## src/rtl/mem_port_arbiter_pkg.sv

```systemverilog
// Shared widths, burst limit and FSM state type for the two-port memory arbiter.
package mem_port_arbiter_pkg;

  localparam int unsigned ADDR_WIDTH    = 12;
  localparam int unsigned DATA_WIDTH    = 32;
  localparam int unsigned SINGLE_ACCESS = 8;

  typedef enum logic {
    ST_IDLE  = 1'b0,
    ST_BURST = 1'b1
  } arb_state_t;

endpackage

```

## src/rtl/mem_port_arbiter_rr_picker.sv

```systemverilog
// Two-way winner select with round-robin pointer.
// Defining MEM_ARB_FIXED_PRIO_EN makes requester 0 always win and drops the pointer.
module rr_picker (
  input  logic       clk_i,
  input  logic       rst_ni,
  input  logic [1:0] req_i,
  input  logic       take_i,
  output logic       win_o
);

`ifdef MEM_ARB_FIXED_PRIO_EN
  logic unused_sig;
  assign unused_sig = ^{clk_i, rst_ni, take_i, req_i[1]};
  assign win_o      = ~req_i[0];
`else
  logic ptr_q, ptr_d;

  // ptr_q names the requester favoured on a tie; after a grant it points at the loser.
  assign win_o = req_i[1] & (~req_i[0] | ptr_q);
  assign ptr_d = take_i ? ~win_o : ptr_q;

  always_ff @(posedge clk_i or negedge rst_ni) begin
    if (!rst_ni) begin
      ptr_q <= 1'b0;
    end else begin
      ptr_q <= ptr_d;
    end
  end
`endif

endmodule

```

## src/rtl/mem_port_arbiter.sv

```systemverilog
// Burst arbiter sharing one memory port between the command path (0) and tile FSM (1).
// Build option MEM_ARB_FIXED_PRIO_EN selects fixed priority instead of round-robin.
module mem_port_arbiter #(
  parameter int unsigned ADDR_WIDTH = mem_port_arbiter_pkg::ADDR_WIDTH,
  parameter int unsigned DATA_WIDTH = mem_port_arbiter_pkg::DATA_WIDTH,
  parameter int unsigned MAX_BURST  = mem_port_arbiter_pkg::SINGLE_ACCESS
) (
  input  logic                    clock,
  input  logic                    reset_n,
  input  logic [1:0]              req,
  input  logic [1:0]              req_write,
  input  logic [2*ADDR_WIDTH-1:0] req_addr,
  input  logic [7:0]              req_len,
  input  logic [2*DATA_WIDTH-1:0] req_wdata,
  input  logic [DATA_WIDTH-1:0]   mem_rdata,
  output logic [1:0]              grant,
  output logic [2:0]              beat_idx,
  output logic [ADDR_WIDTH-1:0]   mem_addr,
  output logic [DATA_WIDTH-1:0]   mem_data,
  output logic                    mem_read,
  output logic                    mem_write,
  output logic [1:0]              rd_valid,
  output logic [DATA_WIDTH-1:0]   rd_data,
  output logic [2:0]              rd_idx,
  output logic [1:0]              done
);
  import mem_port_arbiter_pkg::*;

  arb_state_t            state_q, state_d;
  logic                  owner_q, owner_d;
  logic                  write_q, write_d;
  logic [ADDR_WIDTH-1:0] base_q, base_d;
  logic [2:0]            last_q, last_d;
  logic [2:0]            beat_q, beat_d;
  logic [1:0]            rd_valid_q, rd_valid_d;
  logic [2:0]            rd_idx_q, rd_idx_d;

  logic                  win;
  logic                  take;
  logic [3:0]            len_sel;
  logic [3:0]            eff_len;

  rr_picker u_picker (
    .clk_i  (clock),
    .rst_ni (reset_n),
    .req_i  (req),
    .take_i (take),
    .win_o  (win)
  );

  always_comb begin
    state_d    = state_q;
    owner_d    = owner_q;
    write_d    = write_q;
    base_d     = base_q;
    last_d     = last_q;
    beat_d     = beat_q;
    rd_valid_d = '0;
    rd_idx_d   = rd_idx_q;
    take       = 1'b0;
    grant      = '0;
    done       = '0;
    mem_addr   = '0;
    mem_data   = '0;
    mem_read   = 1'b0;
    mem_write  = 1'b0;

    len_sel = win ? req_len[7:4] : req_len[3:0];
    if (len_sel == 4'd0) begin
      eff_len = 4'd1;
    end else if (32'(len_sel) > MAX_BURST) begin
      eff_len = 4'(MAX_BURST);
    end else begin
      eff_len = len_sel;
    end

    case (state_q)
      ST_IDLE: begin
        if (req != 2'b00) begin
          take    = 1'b1;
          owner_d = win;
          write_d = win ? req_write[1] : req_write[0];
          base_d  = win ? req_addr[ADDR_WIDTH +: ADDR_WIDTH] : req_addr[0 +: ADDR_WIDTH];
          last_d  = 3'(eff_len - 4'd1);
          beat_d  = '0;
          state_d = ST_BURST;
        end
      end
      ST_BURST: begin
        grant[owner_q] = 1'b1;
        mem_addr       = base_q + ADDR_WIDTH'(beat_q);
        mem_data       = owner_q ? req_wdata[DATA_WIDTH +: DATA_WIDTH]
                                 : req_wdata[0 +: DATA_WIDTH];
        mem_write      = write_q;
        mem_read       = ~write_q;
        if (!write_q) begin
          rd_valid_d[owner_q] = 1'b1;
          rd_idx_d            = beat_q;
        end
        if (beat_q == last_q) begin
          done[owner_q] = 1'b1;
          beat_d        = '0;
          state_d       = ST_IDLE;
        end else begin
          beat_d = beat_q + 3'd1;
        end
      end
      default: state_d = ST_IDLE;
    endcase
  end

  always_ff @(posedge clock or negedge reset_n) begin
    if (!reset_n) begin
      state_q    <= ST_IDLE;
      owner_q    <= 1'b0;
      write_q    <= 1'b0;
      base_q     <= '0;
      last_q     <= '0;
      beat_q     <= '0;
      rd_valid_q <= '0;
      rd_idx_q   <= '0;
    end else begin
      state_q    <= state_d;
      owner_q    <= owner_d;
      write_q    <= write_d;
      base_q     <= base_d;
      last_q     <= last_d;
      beat_q     <= beat_d;
      rd_valid_q <= rd_valid_d;
      rd_idx_q   <= rd_idx_d;
    end
  end

  // Memory returns read data one cycle after the beat, i.e. in the rd_valid cycle,
  // so the word is forwarded directly alongside the registered strobe and index.
  assign rd_valid = rd_valid_q;
  assign rd_idx   = rd_idx_q;
  assign rd_data  = (rd_valid_q != 2'b00) ? mem_rdata : '0;
  assign beat_idx = beat_q;

endmodule

```

## config.mk

```make
export PLATFORM = sky130hd
export DESIGN_NAME = mem_port_arbiter
export DESIGN_NICKNAME = d
export VERILOG_FILES = /design/src/rtl/mem_port_arbiter_pkg.sv /design/src/rtl/mem_port_arbiter_rr_picker.sv /design/src/rtl/mem_port_arbiter.sv
export SDC_FILE = /design/constraint.sdc
export NUM_CORES = 1
export LEC_CHECK = 0
export CAP_MARGIN = 0
export CORE_ASPECT_RATIO = 1.2
export CORE_MARGIN = 4
export CORE_UTILIZATION = 33
export DETAILED_ROUTE_END_ITERATION = 10
export GPL_TIMING_DRIVEN = 1
export MAX_ROUTING_LAYER = met4
export PLACE_DENSITY = 0.87
export SLEW_MARGIN = 20
export SYNTH_ARGS = -nofsm -noshare
export SYNTH_HDL_FRONTEND = slang
export SYNTH_SLANG_ARGS = --single-unit
```

## constraint.sdc

```tcl
create_clock -name clock -period 5.8 [get_ports clock]
set_clock_uncertainty 0.1 [all_clocks]
set_input_delay 1.16 -clock clock [delete_from_list [all_inputs] [get_ports clock]]
set_output_delay 1.16 -clock clock [all_outputs]
set_load 0.01 [all_outputs]
```

==> out/results.ini, run 1 <==
[global_route]
grt_overflow = 0
first_global_vias = 2750
grt_max_degree = 55
grt_pass1_wl_um = 14100
grt_usage = 0.211
antenna_found_initial = 0

[die]
fp.dieArea_um2 = 8620
coreArea_um2 = 6900
top_level_ports = 224
num_rows = 33
die_height_um = 101
dieWidth_um = 85.4
start_util = 0.344

[clock_network]
cts_resized = 0
cts_root_buffer = clkbuf_8
cts_max_level = 1
clock_path_buffers = 2
cts_made_buffers = 3
postCtsSetupBuffers = 0
cts_tree = built
cts.sinks = 27
holdBufCountCts = 0
clk_pin_slew_ns = 0.09
insertion_delay_ns = 0.27

[placement]
io_buffers = 223
dp_slack_ns = 2.07
gp_congestion = 0.849
dpl_cell_area_um2 = 4660
dpl.hpwl_um = 8070

[critical_path]
end_kind = primary output
slowest_delay_ns = 0.54
crit_buf_inv = 1
slowest_stage = clkdlybuf4s50_1
cp.arrival_ns = 2.57
start_kind = register
path_cells = ha_1 -> fa_1 -> a21o_1 -> nand4_1 -> xnor2_1 -> and2_1 -> clkdlybuf4s50_1
crit_family = adder cells
crit_type = reg -> out
crit_required_ns = 4.54
crit_fanout = 7

[logic_synthesis]
synth.distinct_cells = 39
async_reset_ff_frac = 1.00
synthFlopType = dfrtp_1
synth_compound_area_frac = 0.123
postSynthNetCount = 411
muxShareOfSynthArea = 0.163
synthTopCellsByArea = dfrtp_1 28%, nor2b_1 17%, mux2i_1 14%
synth_cells = 271
synth_top_family_by_area = simple AND/OR/NAND/NOR gates
yosys.area_share.adder = 0.0348
yosys-top-cells-count = 65 x nor2b_1, 33 x mux2i_1, 27 x dfrtp_1
yosysMostFrequentCell = nor2b_1
ys_ff_latch = 27
yosysWarnings = 0
synthXorXnorAreaFrac = 0.0369
synth_seq_area_share = 0.285
synth_top_area_cell = dfrtp_1
synth-edff-count = 0
synth-simple-area-share = 0.299
synth.avg_cell_area_um2 = 8.75
netlist.area_leader.share = 0.285
syn_area_um2 = 2370

[worst_hold_path]
min_path_type = reg -> reg

[pwr]
power_frac_seq = 0.215
internal_power_mw = 1.18
clock_power_share = 0.054
max-vdd-ir-drop_mv = 0.201
p_switching_mw = 0.827
switching_share = 0.413
comb_power_share = 0.731
power.density_nw_per_um2 = 425
p_leak_nw = 1.94

[timing]
finalCriticalPeriod_ns = 3.83
holdWs_ns = 0.408
finalSetupViolCount = 0
max_freq_ghz = 0.261
hold_viol_final = 0
fin_crit_sh = 0.660
setup_ws_ns = 1.97
slew_headroom = 0.343
worst_slew_pin_slew_ns = 0.986
rsz0062_at_grt = no
fin_setup_tns_ns = 0
slew_viol_final = 0

[flow_run]
cap_violations = 0

[final_layout]
drive_above_1_share = 0.0373
finalNetCount = 624
diodes = 0
fillers = 548
syn_to_final_growth_pct = 98.8
final_area_um2 = 4720

[detailed_routing]
drtAntennaViolNets = 0
drcViolationCount = 0
wl_per_cell_um = 16.6
drt_wl_total_um = 9480
num_vias = 2745
drt_iter0_drc = 92
via_per_inst = 4.82
drt_first_pass_iters = 6

[run_status]
outcome = finished clean

==> sequential cells by signal (all words and copies together), names as in the netlist <==
name and cells:
rd_valid 2, state_q 1, base_q 12, owner_q 1, rd_idx 3, write_q 1, beat_idx 3, u_picker.ptr_q 1
last_q 3
==> placed cells by master (no fill, tap or decap), types with 3 or more instances in the layout <==
| master | n |
|---|---|
| clkdlybuf4s50_1 | 223 |
| nor2b_1 | 65 |
| mux2i_1 | 33 |
| dfrtp_1 | 26 |
| inv_1 | 17 |
| nand2_1 | 13 |
| a222oi_1 | 13 |
| and2_1 | 11 |
| o21ai_0 | 8 |
| nor2_1 | 7 |
| xnor2_1 | 6 |
| nand2b_1 | 5 |
| mux2_2 | 5 |
| ha_1 | 5 |
| nand3_1 | 4 |
| xor2_1 | 4 |
| a21o_1 | 4 |
| clkbuf_8 | 3 |
| buf_4 | 3 |
==> per-layer routing <==
| metal | wire, um | vias up | global-route usage | part of all wire |
|---|---|---|---|---|
| met4 | 80 | 0 | 0.0207 | 0.0084 |
| met3 | 801 | 10 | 0.0458 | 0.084 |
| met5 | 0 | - | - | 0 |
| met2 | 5080 | 131 | 0.398 | 0.54 |
| li1 | - | 1352 | - | - |
| met1 | 3520 | 1252 | 0.234 | 0.37 |
==> final timing paths <==
path,endpoint,cells past startpoint,slack (ns),start
worst min register to register,rd_valid[0]$_DFF_PN0_,1,0.41,write_q$_DFFE_PN0P_
min in group asynchronous,base_q[3]$_DFFE_PN0P_,2,1.15,reset_n
worst max register to register,base_q[10]$_DFFE_PN0P_,4,3.76,state_q$_DFF_PN0_
worst min-delay path,rd_valid[0]$_DFF_PN0_,1,0.41,write_q$_DFFE_PN0P_
worst max-delay path,mem_addr[6],7,1.97,beat_idx[0]$_DFFE_PN0P_
max in group asynchronous,owner_q$_DFFE_PN0P_,2,4.17,reset_n
==> logic make-up after synthesis <==
family	Yosys count
simple gates	118
mux	38
compound gates	37
buf+inv	35
flops	27
xor+xnor	10
fa+ha+maj	6
==> power groups by stage <==
stage,Clock [mW],Combinational (mW),Sequential (mW)
floorplan,0,0.758,0.367
global placement,0,1.44,0.428
detailed placement,0,1.47,0.436
CTS,0.107,1.48,0.432
global route,0.115,1.58,0.452
finish,0.107,1.46,0.432
==> cell type report <==
class | count | area (um^2) | area share
clock buffers | 3 | 41.3 | 0.00876
clock inverters | 1 | 5.00 | 0.00106
inverters | 17 | 63.8 | 0.0135
multi-input cells | 209 | 1570 | 0.332
flip-flops and latches | 27 | 677 | 0.144
well taps | 87 | 109 | 0.0231
repair buffers | 226 | 2250 | 0.478
==> through the flow <==
stage,util,power (mW),cells
2_1_floorplan,-,1.13,271
3_3_place_gp,0.676,1.87,566
3_5_place_dp,0.676,1.91,566
4_1_cts,0.683,2.02,570
5_1_grt,0.684,2.15,570
6_report,0.684,2.00,570
(Power assumes the default switching activity.)
==> run 2, diff against run 1 <==
Settings changed: CORE_UTILIZATION 33 to 31, PLACE_DENSITY 0.87 to 0.82.
Clock period 5.8 ns to 3.6 ns, I/O delays scaled along.
==> run 2 against run 1 <==
Compared with the run above:
- flip-flop and latch count did not move
- critical endpoint is now mem_addr[5]
- non-clock buffer count rose by 3
- largest power group unchanged
- critical path depth fell by 1
- highest routed layer unchanged
- setup slack got worse by 1.7 ns
- final cell count rose by 1.2%
==> out/results.ini, run 2 (synthesis gave the netlist of run 1 again) <==
[flow_run]
cap_violations = 0  ; unchanged

[final_layout]
final_util = 0.646  ; -0.0382
finalNetCount = 627  ; +0.48%
syn_to_final_growth_pct = 100
mostFrequentLayoutCell = clkdlybuf4s50_1
top_register = base_q
fin_cells = 577  ; +1.2%
largest_reg_flops = 12  ; unchanged
mostFrequentLayoutCells = 223 x clkdlybuf4s50_1, 65 x nor2b_1, 33 x mux2i_1
drive_above_1_share = 0.0432  ; +0.00594

[detailed_routing]
drtAntennaViolNets = 0  ; unchanged
drt_iter0_drc = 90  ; -2.2%
num_vias = 2767  ; +0.80%
drt_first_pass_iters = 6  ; unchanged
wl_per_cell_um = 16.5  ; -1.0%
drt_wl_total_um = 9500  ; +0.17%
drcViolationCount = 0  ; unchanged
via_per_inst = 4.80  ; -0.42%

[timing]
rsz0062_at_grt = no
fin_setup_tns_ns = 0  ; unchanged
max_freq_ghz = 0.298
hold_viol_final = 0  ; unchanged
finalSetupViolCount = 0  ; unchanged
worst_slew_pin_slew_ns = 1.01  ; +0.0191 ns
slew_viol_final = 0  ; unchanged
finalCriticalPeriod_ns = 3.36
slew_headroom = 0.329  ; -0.0139
fin_crit_sh = 0.933

[pwr]
power.total_mw = 3.24  ; +62%
p_leak_nw = 1.96  ; +0.86%
max-vdd-ir-drop_mv = 0.431  ; +110%
power.density_nw_per_um2 = 682  ; +61%

[placement]
io_buffers = 223  ; unchanged
dpl.hpwl_um = 8050  ; -0.27%
gp_congestion = 0.848  ; about the same
dp_cells = 572  ; +1.1%

[critical_path]
crit_start = beat_idx[1]$_DFFE_PN0P_
crit_fanout = 8  ; +1
start_kind = register
crit_type = reg -> out
crit_required_ns = 2.78  ; -1.76 ns
end_kind = primary output
cp.arrival_ns = 2.54  ; -0.03 ns
timing.rr.start = state_q$_DFF_PN0_

[die]
dieWidth_um = 87.9  ; +2.9%
fp.dieArea_um2 = 9120  ; +5.9%
coreArea_um2 = 7360  ; +6.7%
top_level_ports = 224  ; unchanged
die_height_um = 104  ; +2.9%
num_rows = 34  ; +3.0%
start_util = 0.322  ; -0.0217

[clock_network]
cts.sinks = 27  ; unchanged
clock_path_buffers = 2  ; unchanged
cts_max_level = 1  ; unchanged
clk_pin_slew_ns = 0.10  ; about the same
postCtsSetupBuffers = 0  ; unchanged
cts_made_buffers = 3  ; unchanged
cts_root_buffer = clkbuf_8
insertion_delay_ns = 0.27  ; about the same
cts_resized = 0  ; unchanged
holdBufCountCts = 0  ; unchanged
cts_tree = built

[global_route]
grt_max_degree = 33  ; -40%
grt_pass1_wl_um = 14200  ; +0.89%
antenna_found_initial = 1  ; +1
grt_overflow = 0  ; unchanged
grt_usage = 0.201  ; -0.0101
first_global_vias = 2732  ; -0.65%

[worst_hold_path]
hold_start = rd_idx[1]$_DFFE_PN0P_
min_path_type = reg -> reg

[run_status]
outcome = finished clean

run 2: changes by cell type in the layout (fill, tap and decap cells not counted):
cell / before / now
buf_4: 3 / 5
diode_2: 0 / 1
nor2_4: 1 / 0
buf_12: 0 / 1
nor2_2: 0 / 1
run 2: metrics by stage:
stage | hold WS, ns | worst slack, ns | instance area, um^2
finish | 0.412 | 0.240 | 4750
global route | 0.435 | 0.0731 | 4750
CTS | 0.410 | 0.244 | 4750
detailed placement | 0.393 | 0.561 | 4700
global placement | 0.392 | 0.588 | 4700
floorplan | 0.324 | 1.10 | 2370
run 2: final timing paths:
kind                       cells after the start                      end  slack [ns]
max in group asynchronous                      2      owner_q$_DFFE_PN0P_        2.42
setup / recovery                               6              mem_addr[5]        0.24
hold reg to reg                                1    rd_idx[1]$_DFFE_PN0P_        0.41
hold / removal                                 1    rd_idx[1]$_DFFE_PN0P_        0.41
min in group asynchronous                      2  beat_idx[2]$_DFFE_PN0P_        0.71
setup reg to reg                               4   base_q[11]$_DFFE_PN0P_        1.69
run 2: layout make-up:
class,instances,area (um^2)
diodes,1,2.50
clock buffers,3,41.3
clock inverters,1,5.00
fillers,633,2610
inverters,17,63.8
multi-input cells,209,1560
flip-flops and latches,27,677
well taps,90,113
repair buffers,229,2290
run 2: routing by layer:
metal,track usage,share of wire,vias up
met3,0.0445,0.10,20
li1,-,-,1362
met4,0.0746,0.031,0
met1,0.220,0.34,1233
met5,-,0,-
met2,0.349,0.52,152
run 2: critical path, cell delays in order (launching register included):
cell	delay [ns]
dfrtp_1	0.49
ha_1	0.33
a21o_1	0.17
a21oi_2	0.28
o21ai_0	0.14
a21boi_0	0.26
clkdlybuf4s50_1	0.59
run 2: report_power, final:
part	switching (mW)	internal, mW
registers	0.177	0.448
clock network	0.0958	0.0776
logic	1.05	1.40
total	1.32	1.92
